==> config.mk <==
export PLATFORM = sky130hd
export DESIGN_NAME = int_subtractor_seq
export DESIGN_NICKNAME = d
export VERILOG_FILES = /design/src/rtl/int_subtractor_seq.sv
export SDC_FILE = /design/constraint.sdc
export NUM_CORES = 1
export LEC_CHECK = 0
export CAP_MARGIN = 5
export CORE_ASPECT_RATIO = 2
export CORE_MARGIN = 4
export CORE_UTILIZATION = 45
export DETAILED_ROUTE_END_ITERATION = 10
export GPL_TIMING_DRIVEN = 0
export PLACE_DENSITY_LB_ADDON = 0.08
export SKIP_CTS_REPAIR_TIMING = 1
export SYNTH_ARGS = -nofsm -noshare
export SYNTH_HDL_FRONTEND = slang
export SYNTH_SLANG_ARGS = --single-unit
==> constraint.sdc <==
create_clock -name clk -period 9.9 [get_ports clk]
set_clock_uncertainty 0.2 [all_clocks]
set_input_delay 1.485 -clock clk [delete_from_list [all_inputs] [get_ports clk]]
set_output_delay 1.485 -clock clk [all_outputs]
set_load 0.03 [all_outputs]
==> src/rtl/int_subtractor_seq.sv <==
// Multi-cycle subtractor: one CHUNK_WIDTH slice per cycle, LSB first.
// Optional signed-overflow port enabled by defining INT_SUB_OVF_EN.
module int_subtractor_seq #(
  parameter int DATA_WIDTH  = 32,
  parameter int CHUNK_WIDTH = 8
) (
  input  logic                  clk,
  input  logic                  rst,
  input  logic                  in_valid,
  output logic                  in_ready,
  input  logic [DATA_WIDTH-1:0] data_a,
  input  logic [DATA_WIDTH-1:0] data_b,
  input  logic                  borrow_in,
  output logic                  out_valid,
  input  logic                  out_ready,
  output logic [DATA_WIDTH-1:0] diff,
  output logic                  borrow_out
`ifdef INT_SUB_OVF_EN
  ,
  output logic                  overflow
`endif
);

  localparam int NCHUNK = DATA_WIDTH / CHUNK_WIDTH;
  localparam int IW = (NCHUNK > 1) ? $clog2(NCHUNK) : 1;
  localparam logic [IW-1:0] LAST = IW'(NCHUNK - 1);
  localparam int MSB = DATA_WIDTH - 1;

  typedef enum logic [1:0] {
    IDLE,
    BUSY,
    DONE
  } state_t;

  state_t state_q, state_d;
  logic [DATA_WIDTH-1:0] a_q, a_d;
  logic [DATA_WIDTH-1:0] b_q, b_d;
  logic [DATA_WIDTH-1:0] diff_q, diff_d;
  logic [IW-1:0] idx_q, idx_d;
  logic bor_q, bor_d;
  logic [CHUNK_WIDTH:0] slice_w;
`ifdef INT_SUB_OVF_EN
  logic ovf_q, ovf_d;
`endif

  // State and datapath registers with synchronous reset
  always_ff @(posedge clk) begin
    if (rst) begin
      state_q <= IDLE;
      a_q     <= '0;
      b_q     <= '0;
      diff_q  <= '0;
      idx_q   <= '0;
      bor_q   <= 1'b0;
`ifdef INT_SUB_OVF_EN
      ovf_q   <= 1'b0;
`endif
    end else begin
      state_q <= state_d;
      a_q     <= a_d;
      b_q     <= b_d;
      diff_q  <= diff_d;
      idx_q   <= idx_d;
      bor_q   <= bor_d;
`ifdef INT_SUB_OVF_EN
      ovf_q   <= ovf_d;
`endif
    end
  end

  // Next-state: accept in IDLE, walk slices in BUSY, wait for consumer in DONE
  always_comb begin
    state_d = state_q;
    unique case (state_q)
      IDLE: if (in_valid) state_d = BUSY;
      BUSY: if (idx_q == LAST) state_d = DONE;
      DONE: if (out_ready) state_d = IDLE;
      default: state_d = IDLE;
    endcase
  end

  // Datapath: capture operands, then one borrow-chained slice per cycle
  always_comb begin
    a_d    = a_q;
    b_d    = b_q;
    diff_d = diff_q;
    idx_d  = idx_q;
    bor_d  = bor_q;
`ifdef INT_SUB_OVF_EN
    ovf_d  = ovf_q;
`endif
    slice_w = {1'b0, a_q[idx_q*CHUNK_WIDTH +: CHUNK_WIDTH]}
            - {1'b0, b_q[idx_q*CHUNK_WIDTH +: CHUNK_WIDTH]}
            - {{CHUNK_WIDTH{1'b0}}, bor_q};
    unique case (state_q)
      IDLE: begin
        if (in_valid) begin
          a_d   = data_a;
          b_d   = data_b;
          bor_d = borrow_in;
          idx_d = '0;
`ifdef INT_SUB_OVF_EN
          ovf_d = 1'b0;
`endif
        end
      end
      BUSY: begin
        diff_d[idx_q*CHUNK_WIDTH +: CHUNK_WIDTH] = slice_w[CHUNK_WIDTH-1:0];
        bor_d = slice_w[CHUNK_WIDTH];
        if (idx_q == LAST) begin
          idx_d = '0;
`ifdef INT_SUB_OVF_EN
          ovf_d = (a_q[MSB] ^ b_q[MSB]) & (diff_d[MSB] ^ a_q[MSB]);
`endif
        end else begin
          idx_d = idx_q + IW'(1);
        end
      end
      default: ;
    endcase
  end

  // Handshake and result outputs
  always_comb begin
    in_ready   = (state_q == IDLE);
    out_valid  = (state_q == DONE);
    diff       = diff_q;
    borrow_out = bor_q;
`ifdef INT_SUB_OVF_EN
    overflow   = ovf_q;
`endif
  end

endmodule

==> flow_metrics.env <==
export IMPL_initial_core_util=0.460
export IMPL_nets=725
export IMPL_grt_pass1_wl_mm=19.7
export IMPL_arrival_ns=4.24
export IMPL_cts_buffer_depth=2
export IMPL_path_cells="buf_2, buf_2, mux4_2, fa_1, fa_1, nand2b_1, a21oi_1, o21ai_1, o311ai_0"
export IMPL_power_switching_w=0.000277
export IMPL_htreeDepth=3
export IMPL_die_y_um=149
export IMPL_grt_pass1_vias=3996
export IMPL_cts_buffers=9
export IMPL_antenna_left=0
export IMPL_vias=4130
export IMPL_grt_usage=0.220
export IMPL_final_common_cell="nand2_1"
export IMPL_worst_path_buf_inv=2
export IMPL_p_total_w=0.000991
export IMPL_critPathCaptureType="flop"
export IMPL_finalCriticalPeriod_ns=4.21
export IMPL_antenna_found_initial=0
export IMPL_cts_tree="yes"
export IMPL_internal_power_w=0.000715
export IMPL_critical_path_max_fanout=10
export IMPL_synth_area_um2=4490
export IMPL_p_per_area_nw_per_um2=166
export IMPL_dr_max_layer_used="met4"
export IMPL_drc=0
export IMPL_max_freq_mhz=238
export IMPL_status="finished, final reports clean"
export IMPL_period_share=0.425
export IMPL_critical_path_slowest_cell="dfxtp_1"
export IMPL_overflow=0
export IMPL_start_kind="flop"
export IMPL_ys_warn_count=0
export IMPL_synth_top_family_by_area="simple AND/OR/NAND/NOR gates"
export IMPL_clk_latency_ns=0.34
export IMPL_synth_nets=610
export IMPL_r2r_start="idx_q[0]$_SDFFE_PP0P_"
export IMPL_num_rows=51
export IMPL_grt_max_degree=17
export IMPL_max_stage_delay_ns=0.57
export IMPL_cap_violations=0
export IMPL_comb_power_share=0.196
export IMPL_drt_iter0_drc=222
export IMPL_required_ns=9.93
export IMPL_yosys_area_share_simple=0.199
export IMPL_dp_slack_ns=5.70
export IMPL_leakagePower_nw=2.17
export IMPL_wl_mm=12.6
export IMPL_clk_pin_slew_worst_paths_ns=0.07
export IMPL_io_buffer_count=102
export IMPL_ir_drop_mv=0.123
export IMPL_clock_sink_count=101
export IMPL_placed_cells=755
export IMPL_area_growth_pct=33.3
export IMPL_synth_edf_count=0
export IMPL_pwr_share_seq=0.440
export IMPL_dieArea_um2=11700
export IMPL_slew_headroom=0.393
export IMPL_layout_common_cells="nand2_1, clkdlybuf4s50_1, dfxtp_1"
export IMPL_critPathTopFamily="compound AO/OA/AOI/OAI gates"
export IMPL_synth_area_per_cell_um2=8.62
export IMPL_io_pins=104
export IMPL_routabilityCongestion=0.876
export IMPL_final_hold_viol_count=0
export IMPL_diodes=0
export IMPL_clkPwrFrac=0.363
export IMPL_met3WireLength_um=574
export IMPL_routed_wl_met2_mm=7.30
export IMPL_cts_root_buf="clkbuf_16"
export IMPL_switching_share=0.279
export IMPL_async_flop_share=0
export IMPL_ys_seq_elements=101
export IMPL_drive_gt1_frac=0.0655
export IMPL_synth_cell_types=41
export IMPL_worst_slew_pin_slew_ns=0.904
export IMPL_hold_start="a_q[12]$_SDFFE_PP0P_"
export IMPL_tns_ns=0
export IMPL_synth_compound_area_share=0.156
export IMPL_wire_per_inst_um=16.3
export IMPL_finalMaxSlewViolations=0
export IMPL_drt_pass1_iter_count=6
export IMPL_viasPerCell=5.34
export IMPL_crit_type="reg2reg"
export IMPL_hold_path_class="reg2reg"
export IMPL_hpwl_mm=9.88
export IMPL_rsz0062_at_grt="no"
export IMPL_die_x_um=78.6
export IMPL_synth_fa_ha_area_frac=0.0591
export IMPL_synthFlopType="dfxtp_1"
export IMPL_wl_met1_mm=4.21
export IMPL_design_core_area_um2=9760
export IMPL_setup_violations=0
export IMPL_synth_xor_area_share=0.00585
export IMPL_crit_path_start="idx_q[0]$_SDFFE_PP0P_"
export IMPL_muxShareOfSynthArea=0.0827
export IMPL_postSynthCellCount=521
export IMPL_fin_cells=773
export IMPL_worst_slack_ns=5.69
export IMPL_ys_seq_area_frac=0.450
[power groups by stage]
| stage | logic, W | clock network, W | registers, W |
|---|---|---|---|
| after floorplan | 0.000113 | 0 | 0.000450 |
| after global placement | 0.000192 | 0 | 0.000445 |
| after detailed placement | 0.000194 | 0 | 0.000446 |
| after CTS | 0.000196 | 0.000362 | 0.000437 |
| after global routing | 0.000215 | 0.000382 | 0.000439 |
| final | 0.000195 | 0.000360 | 0.000437 |
[path summary, 6_finish.rpt]
path / to / slack [ns] / cells past startpoint
setup reg to reg: diff[22]$_SDFFE_PP0P_ / 5.69 / 9
hold / removal: a_q[12]$_SDFFE_PP0P_ / 0.25 / 2
setup / recovery: diff[22]$_SDFFE_PP0P_ / 5.69 / 9
hold reg to reg: a_q[12]$_SDFFE_PP0P_ / 0.25 / 2
[sequential cells by signal (all words and copies together), names as in the netlist]
register / cells
diff: 32
borrow_out: 1
idx_q: 2
state_q: 2
b_q: 32
a_q: 32
[synth_stat cells, types with 2 or more instances]
library cell,number,area (um2)
inv_1,24,90.1
o311ai_0,4,35.0
dfxtp_1,101,2020
a21oi_1,68,340
fa_1,2,40.0
nand2b_1,7,43.8
o22ai_1,3,18.8
ha_1,18,225
nor3_1,4,20.0
o211ai_1,4,30.0
nor2b_1,2,12.5
nand3_1,4,20.0
xnor2_1,2,17.5
nand3b_1,9,67.6
nor2_1,30,113
a22oi_1,19,143
mux4_2,16,360
o21ai_0,8,40.0
buf_2,4,20.0
nand2_1,140,526
a32oi_1,4,35.0
clkbuf_1,27,101
or3_1,3,18.8
[layout make-up]
type                       count  area [um2]
buffer                        31         121
clock buffer                  12         246
clock inverter                 4        55.1
fill                         906        3770
inverter                      24        90.1
multi-input combinational    365        2260
sequential                   101        2020
tap                          132         165
timing repair buffer         104        1030
[worst reg2reg max path, stage by stage (launching register included)]
cell and delay [ns]:
dfxtp_1 0.57, buf_2 0.44, buf_2 0.38, mux4_2 0.56, fa_1 0.43, fa_1 0.43, nand2b_1 0.16, a21oi_1 0.30
o21ai_1 0.24, o311ai_0 0.37
[cell families (layout without fill, tap and decap cells)]
family | Yosys count | after routing
simple gates | 208 | 208
flops | 101 | 101
compound gates | 117 | 117
mux | 17 | 17
fa+ha+maj | 20 | 20
buf+inv | 55 | 175
xor+xnor | 3 | 3
[routing by layer]
| metal | vias to the layer above | GRT usage |
|---|---|---|
| li1 | 2017 | - |
| met1 | 1932 | 0.215 |
| met2 | 141 | 0.431 |
| met3 | 40 | 0.0290 |
| met4 | 0 | 0.116 |
| met5 | - | 0 |
[per-stage QoR]
step                cell area (um2)   util  hold WS [ns]
floorplan                      4490      -         0.233
global placement               5680  0.582         0.239
detailed placement             5680  0.582         0.244
CTS                            5980  0.612         0.253
global route                   5990  0.613         0.270
finish                         5990  0.613         0.253
No activity file was read; power rests on OpenSTA's default activity.
